===== config.mk =====
export PLATFORM = sky130hd
export DESIGN_NAME = uart_word_bridge_flat
export DESIGN_NICKNAME = d
export VERILOG_FILES = /design/src/rtl/uart_word_bridge_if.sv /design/src/rtl/uart_word_bridge.sv /design/src/flat_wrapper.sv
export SDC_FILE = /design/constraint.sdc
export NUM_CORES = 1
export LEC_CHECK = 0
export BUFFER_PORTS_ARGS = -buffer_cell sky130_fd_sc_hd__buf_2
export CORE_UTILIZATION = 50
export CTS_CLUSTER_DIAMETER = 30
export DETAILED_ROUTE_END_ITERATION = 16
export GPL_TIMING_DRIVEN = 0
export PLACE_DENSITY = 0.73
export SLEW_MARGIN = 20
export SYNTH_ARGS = -nofsm -noshare
export SYNTH_HDL_FRONTEND = slang
export SYNTH_SLANG_ARGS = --single-unit
export TNS_END_PERCENT = 30

===== constraint.sdc =====
create_clock -name clk_in -period 2.8 [get_ports clk_in]
set_input_delay 0.42 -clock clk_in [delete_from_list [all_inputs] [get_ports clk_in]]
set_output_delay 0.42 -clock clk_in [all_outputs]
set_load 0.01 [all_outputs]

===== src/rtl/uart_word_bridge_if.sv =====
// Signal bundle between uart_word_bridge and its UART receiver/transmitter and BRAM ports.
// The bridge uses the slave view; the surrounding logic (or a bench) uses the master view.
interface uart_word_bridge_if #(
  parameter int WORD_BYTES = 4,
  parameter int DEPTH      = 25_250
);
  localparam int W  = 8 * WORD_BYTES;
  localparam int AW = $clog2(DEPTH);

  logic          rx_valid_in;
  logic [7:0]    rx_byte_in;
  logic          flush_in;
  logic          clear_in;
  logic          wr_en_out;
  logic [AW-1:0] wr_addr_out;
  logic [W-1:0]  wr_data_out;
  logic [AW:0]   word_count_out;
  logic          full_out;
  logic          dump_start_in;
  logic [AW-1:0] dump_base_in;
  logic [AW:0]   dump_len_in;
  logic [AW-1:0] rd_addr_out;
  logic [W-1:0]  rd_data_in;
  logic [7:0]    tx_byte_out;
  logic          tx_trigger_out;
  logic          tx_busy_in;
  logic          dump_busy_out;
  logic          dump_done_out;
  logic [2:0]    dump_state_out;

  // Handshakes: rx_valid_in, wr_en_out and tx_trigger_out are one-cycle strobes with no ready
  // (the load path never stalls); a trigger is only issued in a cycle after tx_busy_in was low.
  modport slave (
    input  rx_valid_in, rx_byte_in, flush_in, clear_in,
    input  dump_start_in, dump_base_in, dump_len_in, rd_data_in, tx_busy_in,
    output wr_en_out, wr_addr_out, wr_data_out, word_count_out, full_out,
    output rd_addr_out, tx_byte_out, tx_trigger_out, dump_busy_out, dump_done_out,
    output dump_state_out
  );

  modport master (
    output rx_valid_in, rx_byte_in, flush_in, clear_in,
    output dump_start_in, dump_base_in, dump_len_in, rd_data_in, tx_busy_in,
    input  wr_en_out, wr_addr_out, wr_data_out, word_count_out, full_out,
    input  rd_addr_out, tx_byte_out, tx_trigger_out, dump_busy_out, dump_done_out,
    input  dump_state_out
  );
endinterface


===== src/rtl/uart_word_bridge.sv =====
// Byte-stream <-> word-memory bridge: packs UART bytes into BRAM words and dumps a word
// range back out through the UART transmitter. Load and dump paths run independently.
module uart_word_bridge #(
  parameter int WORD_BYTES   = 4,
  parameter int DEPTH        = 25_250,
  parameter int READ_LATENCY = 2,
  parameter int MSB_FIRST    = 1
) (
  input  logic              clk_in,
  input  logic              rst_in,
  uart_word_bridge_if.slave bus
);
  localparam int W  = 8 * WORD_BYTES;
  localparam int AW = $clog2(DEPTH);
  localparam int KW = (WORD_BYTES > 1) ? $clog2(WORD_BYTES) : 1;
  localparam logic [KW-1:0] K_LAST     = KW'(WORD_BYTES - 1);
  localparam logic [AW-1:0] ADDR_LAST  = AW'(DEPTH - 1);
  localparam logic [AW:0]   COUNT_FULL = (AW+1)'(DEPTH);
  localparam logic [AW:0]   ONE_WORD   = (AW+1)'(1);
  localparam logic [2:0]    LAT_LAST   = 3'(READ_LATENCY);

  // Bit offset of byte slot idx inside a word; shared by packing and serialising.
  function automatic int slot_lsb(input logic [KW-1:0] idx);
    return (MSB_FIRST != 0) ? 8 * (WORD_BYTES - 1 - int'(idx)) : 8 * int'(idx);
  endfunction

  // ---------------- load path ----------------
  logic [W-1:0]  pack_q, pack_n, packed_w;
  logic [KW-1:0] k_q, k_n;
  logic [AW-1:0] addr_q, addr_n;
  logic [AW:0]   count_q, count_n;
  logic          wr_en_q, wr_en_n;
  logic [AW-1:0] wr_addr_q, wr_addr_n;
  logic [W-1:0]  wr_data_q, wr_data_n;
  logic          full, complete, pending;

  assign full = (count_q == COUNT_FULL);

  always_comb begin
    packed_w  = pack_q;
    complete  = 1'b0;
    pending   = (k_q != '0);
    pack_n    = pack_q;
    k_n       = k_q;
    addr_n    = addr_q;
    count_n   = count_q;
    wr_en_n   = 1'b0;
    wr_addr_n = wr_addr_q;
    wr_data_n = wr_data_q;
    if (bus.clear_in) begin
      pack_n  = '0;
      k_n     = '0;
      addr_n  = '0;
      count_n = '0;
    end else begin
      // The byte is absorbed before a same-cycle flush decides whether to write.
      if (bus.rx_valid_in) begin
        packed_w[slot_lsb(k_q) +: 8] = bus.rx_byte_in;
        complete = (k_q == K_LAST);
        pending  = 1'b1;
      end
      if (complete || (bus.flush_in && pending)) begin
        pack_n = '0;
        k_n    = '0;
        if (!full) begin
          wr_en_n   = 1'b1;
          wr_addr_n = addr_q;
          wr_data_n = packed_w;
          addr_n    = (addr_q == ADDR_LAST) ? '0 : addr_q + 1'b1;
          count_n   = count_q + 1'b1;
        end
      end else if (bus.rx_valid_in) begin
        pack_n = packed_w;
        k_n    = k_q + 1'b1;
      end
    end
  end

  always_ff @(posedge clk_in) begin
    if (!rst_in) begin
      pack_q    <= '0;
      k_q       <= '0;
      addr_q    <= '0;
      count_q   <= '0;
      wr_en_q   <= 1'b0;
      wr_addr_q <= '0;
      wr_data_q <= '0;
    end else begin
      pack_q    <= pack_n;
      k_q       <= k_n;
      addr_q    <= addr_n;
      count_q   <= count_n;
      wr_en_q   <= wr_en_n;
      wr_addr_q <= wr_addr_n;
      wr_data_q <= wr_data_n;
    end
  end

  assign bus.wr_en_out      = wr_en_q;
  assign bus.wr_addr_out    = wr_addr_q;
  assign bus.wr_data_out    = wr_data_q;
  assign bus.word_count_out = count_q;
  assign bus.full_out       = full;

  // ---------------- dump path ----------------
  typedef enum logic [2:0] {
    S_IDLE, S_FETCH, S_SEND, S_GUARD, S_WAIT, S_DONE
  } dump_state_t;

  dump_state_t   state_q, state_n;
  logic [AW-1:0] rd_addr_q, rd_addr_n;
  logic [AW:0]   left_q, left_n;
  logic [2:0]    lat_q, lat_n;
  logic [W-1:0]  shift_q, shift_n;
  logic [KW-1:0] j_q, j_n;
  logic [7:0]    tx_byte_q, tx_byte_n;
  logic          tx_trig_q, tx_trig_n;

  always_comb begin
    state_n   = state_q;
    rd_addr_n = rd_addr_q;
    left_n    = left_q;
    lat_n     = lat_q;
    shift_n   = shift_q;
    j_n       = j_q;
    tx_byte_n = tx_byte_q;
    tx_trig_n = 1'b0;
    case (state_q)
      S_IDLE: begin
        if (bus.dump_start_in) begin
          if (bus.dump_len_in == '0) begin
            state_n = S_DONE;
          end else begin
            rd_addr_n = bus.dump_base_in;
            left_n    = bus.dump_len_in;
            lat_n     = '0;
            state_n   = S_FETCH;
          end
        end
      end
      S_FETCH: begin
        if (lat_q == LAT_LAST) begin
          shift_n = bus.rd_data_in;
          j_n     = '0;
          state_n = S_SEND;
        end else begin
          lat_n = lat_q + 1'b1;
        end
      end
      S_SEND: begin
        if (!bus.tx_busy_in) begin
          tx_byte_n = shift_q[slot_lsb(j_q) +: 8];
          tx_trig_n = 1'b1;
          state_n   = S_GUARD;
        end
      end
      // Gives the transmitter a cycle to raise busy before it is looked at again.
      S_GUARD: state_n = S_WAIT;
      S_WAIT: begin
        if (!bus.tx_busy_in) begin
          if (j_q != K_LAST) begin
            j_n     = j_q + 1'b1;
            state_n = S_SEND;
          end else if (left_q != ONE_WORD) begin
            left_n    = left_q - 1'b1;
            rd_addr_n = (rd_addr_q == ADDR_LAST) ? '0 : rd_addr_q + 1'b1;
            lat_n     = '0;
            state_n   = S_FETCH;
          end else begin
            state_n = S_DONE;
          end
        end
      end
      S_DONE:  state_n = S_IDLE;
      default: state_n = S_IDLE;
    endcase
  end

  always_ff @(posedge clk_in) begin
    if (!rst_in) begin
      state_q   <= S_IDLE;
      rd_addr_q <= '0;
      left_q    <= '0;
      lat_q     <= '0;
      shift_q   <= '0;
      j_q       <= '0;
      tx_byte_q <= '0;
      tx_trig_q <= 1'b0;
    end else begin
      state_q   <= state_n;
      rd_addr_q <= rd_addr_n;
      left_q    <= left_n;
      lat_q     <= lat_n;
      shift_q   <= shift_n;
      j_q       <= j_n;
      tx_byte_q <= tx_byte_n;
      tx_trig_q <= tx_trig_n;
    end
  end

  assign bus.rd_addr_out    = rd_addr_q;
  assign bus.tx_byte_out    = tx_byte_q;
  assign bus.tx_trigger_out = tx_trig_q;
  assign bus.dump_busy_out  = (state_q != S_IDLE);
  assign bus.dump_done_out  = (state_q == S_DONE);
  assign bus.dump_state_out = state_q;
endmodule

===== src/flat_wrapper.sv =====
// flat-port wrapper written by rule: the top's interface ports become plain ports
module uart_word_bridge_flat 
#(
  parameter int WORD_BYTES   = 4,
  parameter int DEPTH        = 25_250,
  parameter int READ_LATENCY = 2,
  parameter int MSB_FIRST    = 1
)
  (clk_in, rst_in, bus_rx_valid_in, bus_rx_byte_in, bus_flush_in, bus_clear_in, bus_dump_start_in, bus_dump_base_in, bus_dump_len_in, bus_rd_data_in, bus_tx_busy_in, bus_wr_en_out, bus_wr_addr_out, bus_wr_data_out, bus_word_count_out, bus_full_out, bus_rd_addr_out, bus_tx_byte_out, bus_tx_trigger_out, bus_dump_busy_out, bus_dump_done_out, bus_dump_state_out);
  uart_word_bridge_if #(.WORD_BYTES(WORD_BYTES), .DEPTH(DEPTH)) bus_i ();
  input  logic clk_in;
  input  logic rst_in;
  input wire logic [$bits(bus_i.rx_valid_in)-1:0] bus_rx_valid_in;
  input wire logic [$bits(bus_i.rx_byte_in)-1:0] bus_rx_byte_in;
  input wire logic [$bits(bus_i.flush_in)-1:0] bus_flush_in;
  input wire logic [$bits(bus_i.clear_in)-1:0] bus_clear_in;
  input wire logic [$bits(bus_i.dump_start_in)-1:0] bus_dump_start_in;
  input wire logic [$bits(bus_i.dump_base_in)-1:0] bus_dump_base_in;
  input wire logic [$bits(bus_i.dump_len_in)-1:0] bus_dump_len_in;
  input wire logic [$bits(bus_i.rd_data_in)-1:0] bus_rd_data_in;
  input wire logic [$bits(bus_i.tx_busy_in)-1:0] bus_tx_busy_in;
  output wire logic [$bits(bus_i.wr_en_out)-1:0] bus_wr_en_out;
  output wire logic [$bits(bus_i.wr_addr_out)-1:0] bus_wr_addr_out;
  output wire logic [$bits(bus_i.wr_data_out)-1:0] bus_wr_data_out;
  output wire logic [$bits(bus_i.word_count_out)-1:0] bus_word_count_out;
  output wire logic [$bits(bus_i.full_out)-1:0] bus_full_out;
  output wire logic [$bits(bus_i.rd_addr_out)-1:0] bus_rd_addr_out;
  output wire logic [$bits(bus_i.tx_byte_out)-1:0] bus_tx_byte_out;
  output wire logic [$bits(bus_i.tx_trigger_out)-1:0] bus_tx_trigger_out;
  output wire logic [$bits(bus_i.dump_busy_out)-1:0] bus_dump_busy_out;
  output wire logic [$bits(bus_i.dump_done_out)-1:0] bus_dump_done_out;
  output wire logic [$bits(bus_i.dump_state_out)-1:0] bus_dump_state_out;
  assign bus_i.rx_valid_in = bus_rx_valid_in;
  assign bus_i.rx_byte_in = bus_rx_byte_in;
  assign bus_i.flush_in = bus_flush_in;
  assign bus_i.clear_in = bus_clear_in;
  assign bus_i.dump_start_in = bus_dump_start_in;
  assign bus_i.dump_base_in = bus_dump_base_in;
  assign bus_i.dump_len_in = bus_dump_len_in;
  assign bus_i.rd_data_in = bus_rd_data_in;
  assign bus_i.tx_busy_in = bus_tx_busy_in;
  assign bus_wr_en_out = bus_i.wr_en_out;
  assign bus_wr_addr_out = bus_i.wr_addr_out;
  assign bus_wr_data_out = bus_i.wr_data_out;
  assign bus_word_count_out = bus_i.word_count_out;
  assign bus_full_out = bus_i.full_out;
  assign bus_rd_addr_out = bus_i.rd_addr_out;
  assign bus_tx_byte_out = bus_i.tx_byte_out;
  assign bus_tx_trigger_out = bus_i.tx_trigger_out;
  assign bus_dump_busy_out = bus_i.dump_busy_out;
  assign bus_dump_done_out = bus_i.dump_done_out;
  assign bus_dump_state_out = bus_i.dump_state_out;
  uart_word_bridge #(.WORD_BYTES(WORD_BYTES), .DEPTH(DEPTH), .READ_LATENCY(READ_LATENCY), .MSB_FIRST(MSB_FIRST)) u_core (.clk_in(clk_in), .rst_in(rst_in), .bus(bus_i));
endmodule

==> impl_metrics.csv, run 1 <==
group,metric,value,unit
die,row_count,47,
cts,cts-buffers-inserted,17,
cts,h-tree-depth,4,
placed_design,portBuffers,170,
die,chipHeight,134,um
power,p_total,6.01,mW
worst_hold_path,whs_path_depth,3,
worst_hold_path,whs_endpoint,"u_core.shift_q[13]$_SDFFE_PN0P_",
timing,fmax,0.369,GHz
routing,firstDrtPassIters,8,
timing,slew_headroom,38.5,%
setup_path,path_max_fanout,9,
placed_design,place.detailed.hpwl,19000,um
finish,nets,1316,
timing,final_hold_viol_count,0,
setup_path,critPathLaunchType,"register",
outcome,status,"complete, no violations",
timing,min_period,2.71,ns
setup_path,crit_arrival,2.99,ns
logic_synthesis,synth-main-ff-cell,"dfxtp_1",
timing,layout_setup_ws,0.0866,ns
cts,clock-sinks,193,
timing,worst_clock_skew,0.0142,ns
placed_design,gp_congestion,0.986,
logic_synthesis,syn_nets,1126,
global_routing,grtUsageMet2,45.9,%
global_routing,groute.usage.overall,29.5,%
global_routing,grt_pass1_vias,8030,
logic_synthesis,synth_top_area_share,44.2,%
worst_hold_path,hold_path_startpoint,"bus_rd_data_in[13]",
finish,area.growth.synth_to_final,20.1,%
setup_path,critical_path_class,"register to register",
setup_path,r2r-end,"u_core.bus.rd_addr_out[5]$_SDFFE_PN0P_",
routing,vias,8762,
global_routing,met1_usage,39.3,%
job,maxCapViolCount,0,
global_routing,top_usage_layer,"met2",
logic_synthesis,syn_area,8740,um^2
logic_synthesis,synth-seq-cells,193,
timing,finalSetupViolCount,0,
setup_path,rr_worst_depth,6,
logic_synthesis,ys_top_cells_by_area,"dfxtp_1 (44%), nand2_1 (7.2%), a21oi_1 (5.2%)",
cts,cts_buffer_depth,2,
timing,tightest_slew,0.915,ns
routing,drc,0,
routing,vias_per_cell,6.02,
logic_synthesis,postSynth.asyncResetShare,0,%
global_routing,antenna_found_initial,0,
routing,ant_nets,0,
cts,cts_tree,"done",
die,die_w,134,um
die,start_util,52.0,%
logic_synthesis,synth.avg_cell_area,8.47,um^2
setup_path,slowest_stage,"nor4_4",
logic_synthesis,synth-edff-count,0,
die,die_area,18000,um^2
logic_synthesis,ys.warnings.count,0,
power,ir_drop,472,uV
power,leakagePower,3.96,nW
cts,ctsHoldBuffers,0,
finish,drive_gt1_share,21.1,%
routing,drtIter0Drc,690,
setup_path,critical_path.max_stage_delay,0.59,ns
timing,fin_setup_tns,0,ns
logic_synthesis,postSynthCellCount,1032,
timing,drv_slew,0,
global_routing,grtUsageMet3,6.16,%
timing,fin_crit_sh,96.9,%
setup_path,worstPathCellList,"ha_1 -> or4bb_1 -> nor4_4 -> nor2_4 -> a2111oi_0 -> o32ai_1",
die,core,16800,um^2
setup_path,crit_family,"simple AND/OR/NAND/NOR gates",
setup_path,worstPathRequired,3.08,ns
global_routing,grt-ovfl-total,0,
finish,diodes,0,
timing,grt_setup_unrepaired,"no",
routing,wl,26400,um
worst_hold_path,hp-class,"input port to register",
power,p_per_area,572,nW/um^2
setup_path,rrSetupSlack,0.09,ns
finish,post-route-util,62.5,%
placed_design,place_ws,-0.0466,ns
cts,path_clk_slew,0.08,ns
setup_path,reg2reg_from,"u_core.bus.rd_addr_out[0]$_SDFFE_PN0P_",
routing,wl_per_cell,18.1,um
global_routing,grt_max_degree,19,
logic_synthesis,seq_area_frac_synth,44.2,%
logic_synthesis,synth_cell_types,76,
die,pin_count,172,
logic_synthesis,synth_top_area_cell,"dfxtp_1",
cts,root_buffer,"clkbuf_16",
setup_path,cp.buffers_inverters,0,
setup_path,critPathCaptureType,"register",
global_routing,grt_pass1_wl,41800,um
cts,clk_latency,0.43,ns
==> cell families (layout without fill, tap and decap cells) <==
logic type                 count (synthesis)  count (layout)  synth area share [%]
adders and majority gates                 16              16                  2.29
and+or+nand+nor                          433             433                  24.2
xor gates and xnor gates                  19              19                  1.90
buffers and inverters                     92             295                  4.31
DFF                                      193             193                  44.2
AOI/OAI and AO/OA                        267             267                  20.6
muxes                                     12              12                  2.52
==> worst min-delay path, cell delays in order <==
cell	delay, ns
buf_2	0.09
nand2_1	0.05
a21oi_1	0.05
==> stage by stage <==
step	instances	area (um^2)	hold WS (ns)
2_1_floorplan	1032	8740	0.433
3_3_place_gp	1422	9870	0.440
3_5_place_dp	1422	9880	0.443
4_1_cts	1454	10500	0.210
5_1_grt	1455	10500	0.220
6_report	1455	10500	0.222
==> routing by layer <==
layer	share of wire [%]	routed length, um
met1	42	11000
met2	46	12100
met3	8.7	2290
met4	3.5	913
met5	0	0
==> worst max path at each step <==
stage                                                       from                                       to  slack [ns]  cells past startpoint
after floorplan                       u_core.k_q[0]$_SDFFE_PP0P_  u_core.bus.wr_data_out[24]$_SDFFE_PN0P_        0.55                      6
after global placement                u_core.k_q[0]$_SDFFE_PP0P_  u_core.bus.wr_data_out[27]$_SDFFE_PN0P_      -0.005                     10
after detailed placement              u_core.k_q[0]$_SDFFE_PP0P_  u_core.bus.wr_data_out[18]$_SDFFE_PN0P_       -0.05                     10
after CTS                             u_core.k_q[0]$_SDFFE_PP0P_  u_core.bus.wr_data_out[23]$_SDFFE_PN0P_         0.1                     10
after global routing      u_core.bus.rd_addr_out[0]$_SDFFE_PN0P_   u_core.bus.rd_addr_out[5]$_SDFFE_PN0P_       0.009                      6
final                     u_core.bus.rd_addr_out[0]$_SDFFE_PN0P_   u_core.bus.rd_addr_out[5]$_SDFFE_PN0P_        0.09                      6
==> cell usage after synthesis, types with 6 or more instances <==
cell and n:
inv_1 17, or3_1 14, xor2_1 14, o31ai_1 9
clkbuf_1 56, nand2_1 168, a211oi_1 39, a21oi_1 90
a31oi_1 7, a22oi_1 38, ha_1 16, nor2_1 116
dfxtp_1 193, nand3_1 19, o32ai_1 11, o41ai_1 8
nor3_1 12, nand4_1 26, buf_2 13, or4_1 6
nor4_1 18, mux4_2 8, a2111oi_0 6, o21ai_0 24
==> sequential cells by signal (all words and copies together), names as in the netlist <==
signal,cells
u_core.j_q,2
u_core.bus.wr_addr_out,15
u_core.bus.dump_state_out,3
u_core.bus.tx_byte_out,8
u_core.bus.word_count_out,16
u_core.lat_q,3
u_core.shift_q,32
u_core.bus.tx_trigger_out,1
u_core.bus.wr_data_out,32
u_core.addr_q,15
u_core.pack_q,32
u_core.bus.rd_addr_out,15
u_core.left_q,16
u_core.bus.wr_en_out,1
u_core.k_q,2
==> power breakdown <==
group	internal [mW]	switching (mW)
clock	1.29	1.14
combinational	0.248	0.418
sequential	2.83	0.0813
==> final cells by class <==
cell class / count / area, um^2
Sequential cell: 193 / 3860
Buffer: 74 / 318
Clock buffer: 20 / 447
Clock inverter: 12 / 139
Tap cell: 220 / 275
Inverter: 18 / 67.6
Timing Repair Buffer: 171 / 871
Multi-Input combinational cell: 747 / 4520
Fill cell: 1536 / 6310
==> cells in the final DEF, fill, tap and decap left out, types with 7 or more instances in the layout <==
master     synthesis  routed
dfxtp_1          193     193
o32ai_1           11      11
a211oi_1          39      39
xor2_1            14      14
inv_1             17      17
clkbuf_2           0       7
buf_2             13     183
or3_1             14      14
mux4_2             8       8
nand3_1           19      19
o41ai_1            8       8
ha_1              16      16
nor3_1            12      12
nand4_1           26      26
a22oi_1           38      38
o21ai_0           24      24
nor2_1           116     115
a21oi_1           90      90
clkbuf_1          56      51
nand2_1          168     168
clkbuf_16          0      17
o31ai_1            9       9
a31oi_1            7       7
nor4_1            18      16
==> what timing repair did <==
action | 4_1_cts | 5_1_grt
pin swaps | 0 | 1
hold endpoints to repair | 0 | 0
setup buffers | 0 | 1
setup endpoints to repair | 23 | 57
resized for setup | 3 | 11
No activity file was read; power rests on OpenSTA's default activity.
==> run 2: changes to the inputs <==
- CORE_ASPECT_RATIO: unset -> 0.7
==> impl_metrics.csv, run 2 (synthesized netlist as in run 1, its figures left out) <==
group,metric,value,unit
outcome,status,"complete, no violations",
timing,slew_headroom,35.5,%
setup_path,worstPathCellList,"clkbuf_1 -> or3b_2 -> buf_2 -> buf_2 -> clkbuf_1 -> nand2_1 -> a311oi_1",
cts,cts_buffer_depth,2,
finish,nets,1317,
routing,drtIter0Drc,883,
setup_path,critical_path.max_stage_delay,0.55,ns
setup_path,cp.buffers_inverters,4,
finish,area.growth.synth_to_final,20.1,%
die,row_count,40,
routing,wl_per_cell,17.9,um
die,pin_count,172,
timing,final_hold_viol_count,0,
routing,drc,0,
timing,fin_setup_tns,0,ns
job,maxCapViolCount,0,
timing,min_period,2.68,ns
global_routing,grt_max_degree,20,
setup_path,worstPathRequired,3.14,ns
placed_design,gp_congestion,0.955,
finish,fillers,1568,
global_routing,grt_pass1_vias,7865,
placed_design,place.detailed.hpwl,18900,um
timing,drv_slew,0,
power,p_total,5.96,mW
timing,fin_crit_sh,95.6,%
setup_path,path_max_fanout,10,
timing,worst_clock_skew,0.0150,ns
finish,final_common_cell,"dfxtp_1",
global_routing,grt-ovfl-total,0,
setup_path,crit_arrival,3.02,ns
timing,hold_ws,0.213,ns
timing,fmax,0.374,GHz
placed_design,portBuffers,170,
timing,finalSetupViolCount,0,
global_routing,antenna_found_initial,1,
routing,ant_nets,0,
cts,cts-buffers-inserted,17,
setup_path,critPathCaptureType,"register",
die,chipHeight,113,um
cts,clk_latency,0.44,ns
die,die_w,160,um
power,p_per_area,567,nW/um^2
placed_design,place_ws,0.0165,ns
setup_path,slowest_stage,"clkbuf_1",
global_routing,groute.usage.overall,29.5,%
global_routing,grt_pass1_wl,42000,um
routing,firstDrtPassIters,5,
setup_path,critPathLaunchType,"register",
cts,cts_tree,"done",
cts,root_buffer,"clkbuf_16",
finish,instances_no_fill,1467,
timing,grt_setup_unrepaired,"no",
setup_path,critical_path_class,"register to register",
worst_hold_path,hp-class,"input port to register",
power,leakagePower,3.96,nW
routing,vias_per_cell,5.96,
cts,h-tree-depth,4,
power,ir_drop,399,uV
routing,vias,8746,
cts,clock-sinks,193,
placed_design,dp.cells,1433,
finish,diodes,0,
cts,path_clk_slew,0.08,ns
setup_path,crit_family,"buffers and inverters",
die,start_util,51.1,%
routing,wl,26200,um
die,core,17100,um^2
timing,layout_setup_ws,0.123,ns
finish,drive_gt1_share,21.1,%
die,die_area,18000,um^2
timing,tightest_slew,0.965,ns
finish,layout_common_cells,"dfxtp_1 (193), buf_2 (183), nand2_1 (168), nor2_1 (115), a21oi_1 (90)",
==> run 2: layout make-up <==
class / count / area (um^2) / area share (%)
Multi-Input combinational cell: 747 / 4530 / 43.1
Sequential cell: 193 / 3860 / 36.8
Clock inverter: 14 / 144 / 1.37
Tap cell: 231 / 289 / 2.75
Clock buffer: 18 / 429 / 4.09
Inverter: 18 / 67.6 / 0.643
Buffer: 74 / 315 / 3.00
Timing Repair Buffer: 172 / 866 / 8.24
==> run 2: power breakdown <==
| group | total, mW | switching (mW) | leakage, nW | internal [mW] |
|---|---|---|---|---|
| registers | 2.91 | 0.0825 | 1.57 | 2.83 |
| clock network | 2.38 | 1.20 | 0.277 | 1.19 |
| logic | 0.663 | 0.417 | 2.11 | 0.246 |
| total | 5.96 | 1.70 | 3.96 | 4.26 |
==> run 2: worst paths after layout <==
check / startpoint / endpoint / slack [ns] / cells after the start
worst min-delay path: bus_rd_data_in[29] / u_core.shift_q[29]$_SDFFE_PN0P_ / 0.21 / 3
worst min register to register: u_core.bus.tx_byte_out[5]$_SDFFE_PN0P_ / u_core.bus.tx_byte_out[5]$_SDFFE_PN0P_ / 0.45 / 2
worst max-delay path: u_core.bus.dump_state_out[0]$_SDFFE_PN0P_ / u_core.bus.rd_addr_out[0]$_SDFFE_PN0P_ / 0.12 / 7
worst max register to register: u_core.bus.dump_state_out[0]$_SDFFE_PN0P_ / u_core.bus.rd_addr_out[0]$_SDFFE_PN0P_ / 0.12 / 7
==> run 2: metal layers <==
layer	track usage, %	part of all wire, %	vias up
li1	-	-	4160
met1	43.8	47	4101
met2	41.4	41	444
met3	6.47	11	39
met4	10.7	1.7	2
met5	0	0.050	-
==> run 2: repair_timing <==
| item | in CTS | in global routing |
|---|---|---|
| hold buffers | 0 | 0 |
| gates resized for setup | 2 | 10 |
| setup endpoints to repair | 2 | 48 |
| buffers inserted | 0 | 2 |
| pin swaps | 0 | 1 |
==> run 2: per-stage QoR <==
step           instance area [um^2]  utilization (%)
3_5_place_dp                   9890             57.8
4_1_cts                       10500             61.2
2_1_floorplan                  8740                -
3_3_place_gp                   9880             57.7
6_report                      10500             61.4
5_1_grt                       10500             61.4
==> run 2: worst reg2reg max path, cell delays in order (launching register included) <==
cell      delay (ns)
dfxtp_1         0.41
clkbuf_1        0.40
or3b_2          0.20
buf_2           0.25
buf_2           0.29
clkbuf_1        0.56
nand2_1         0.20
a311oi_1        0.28
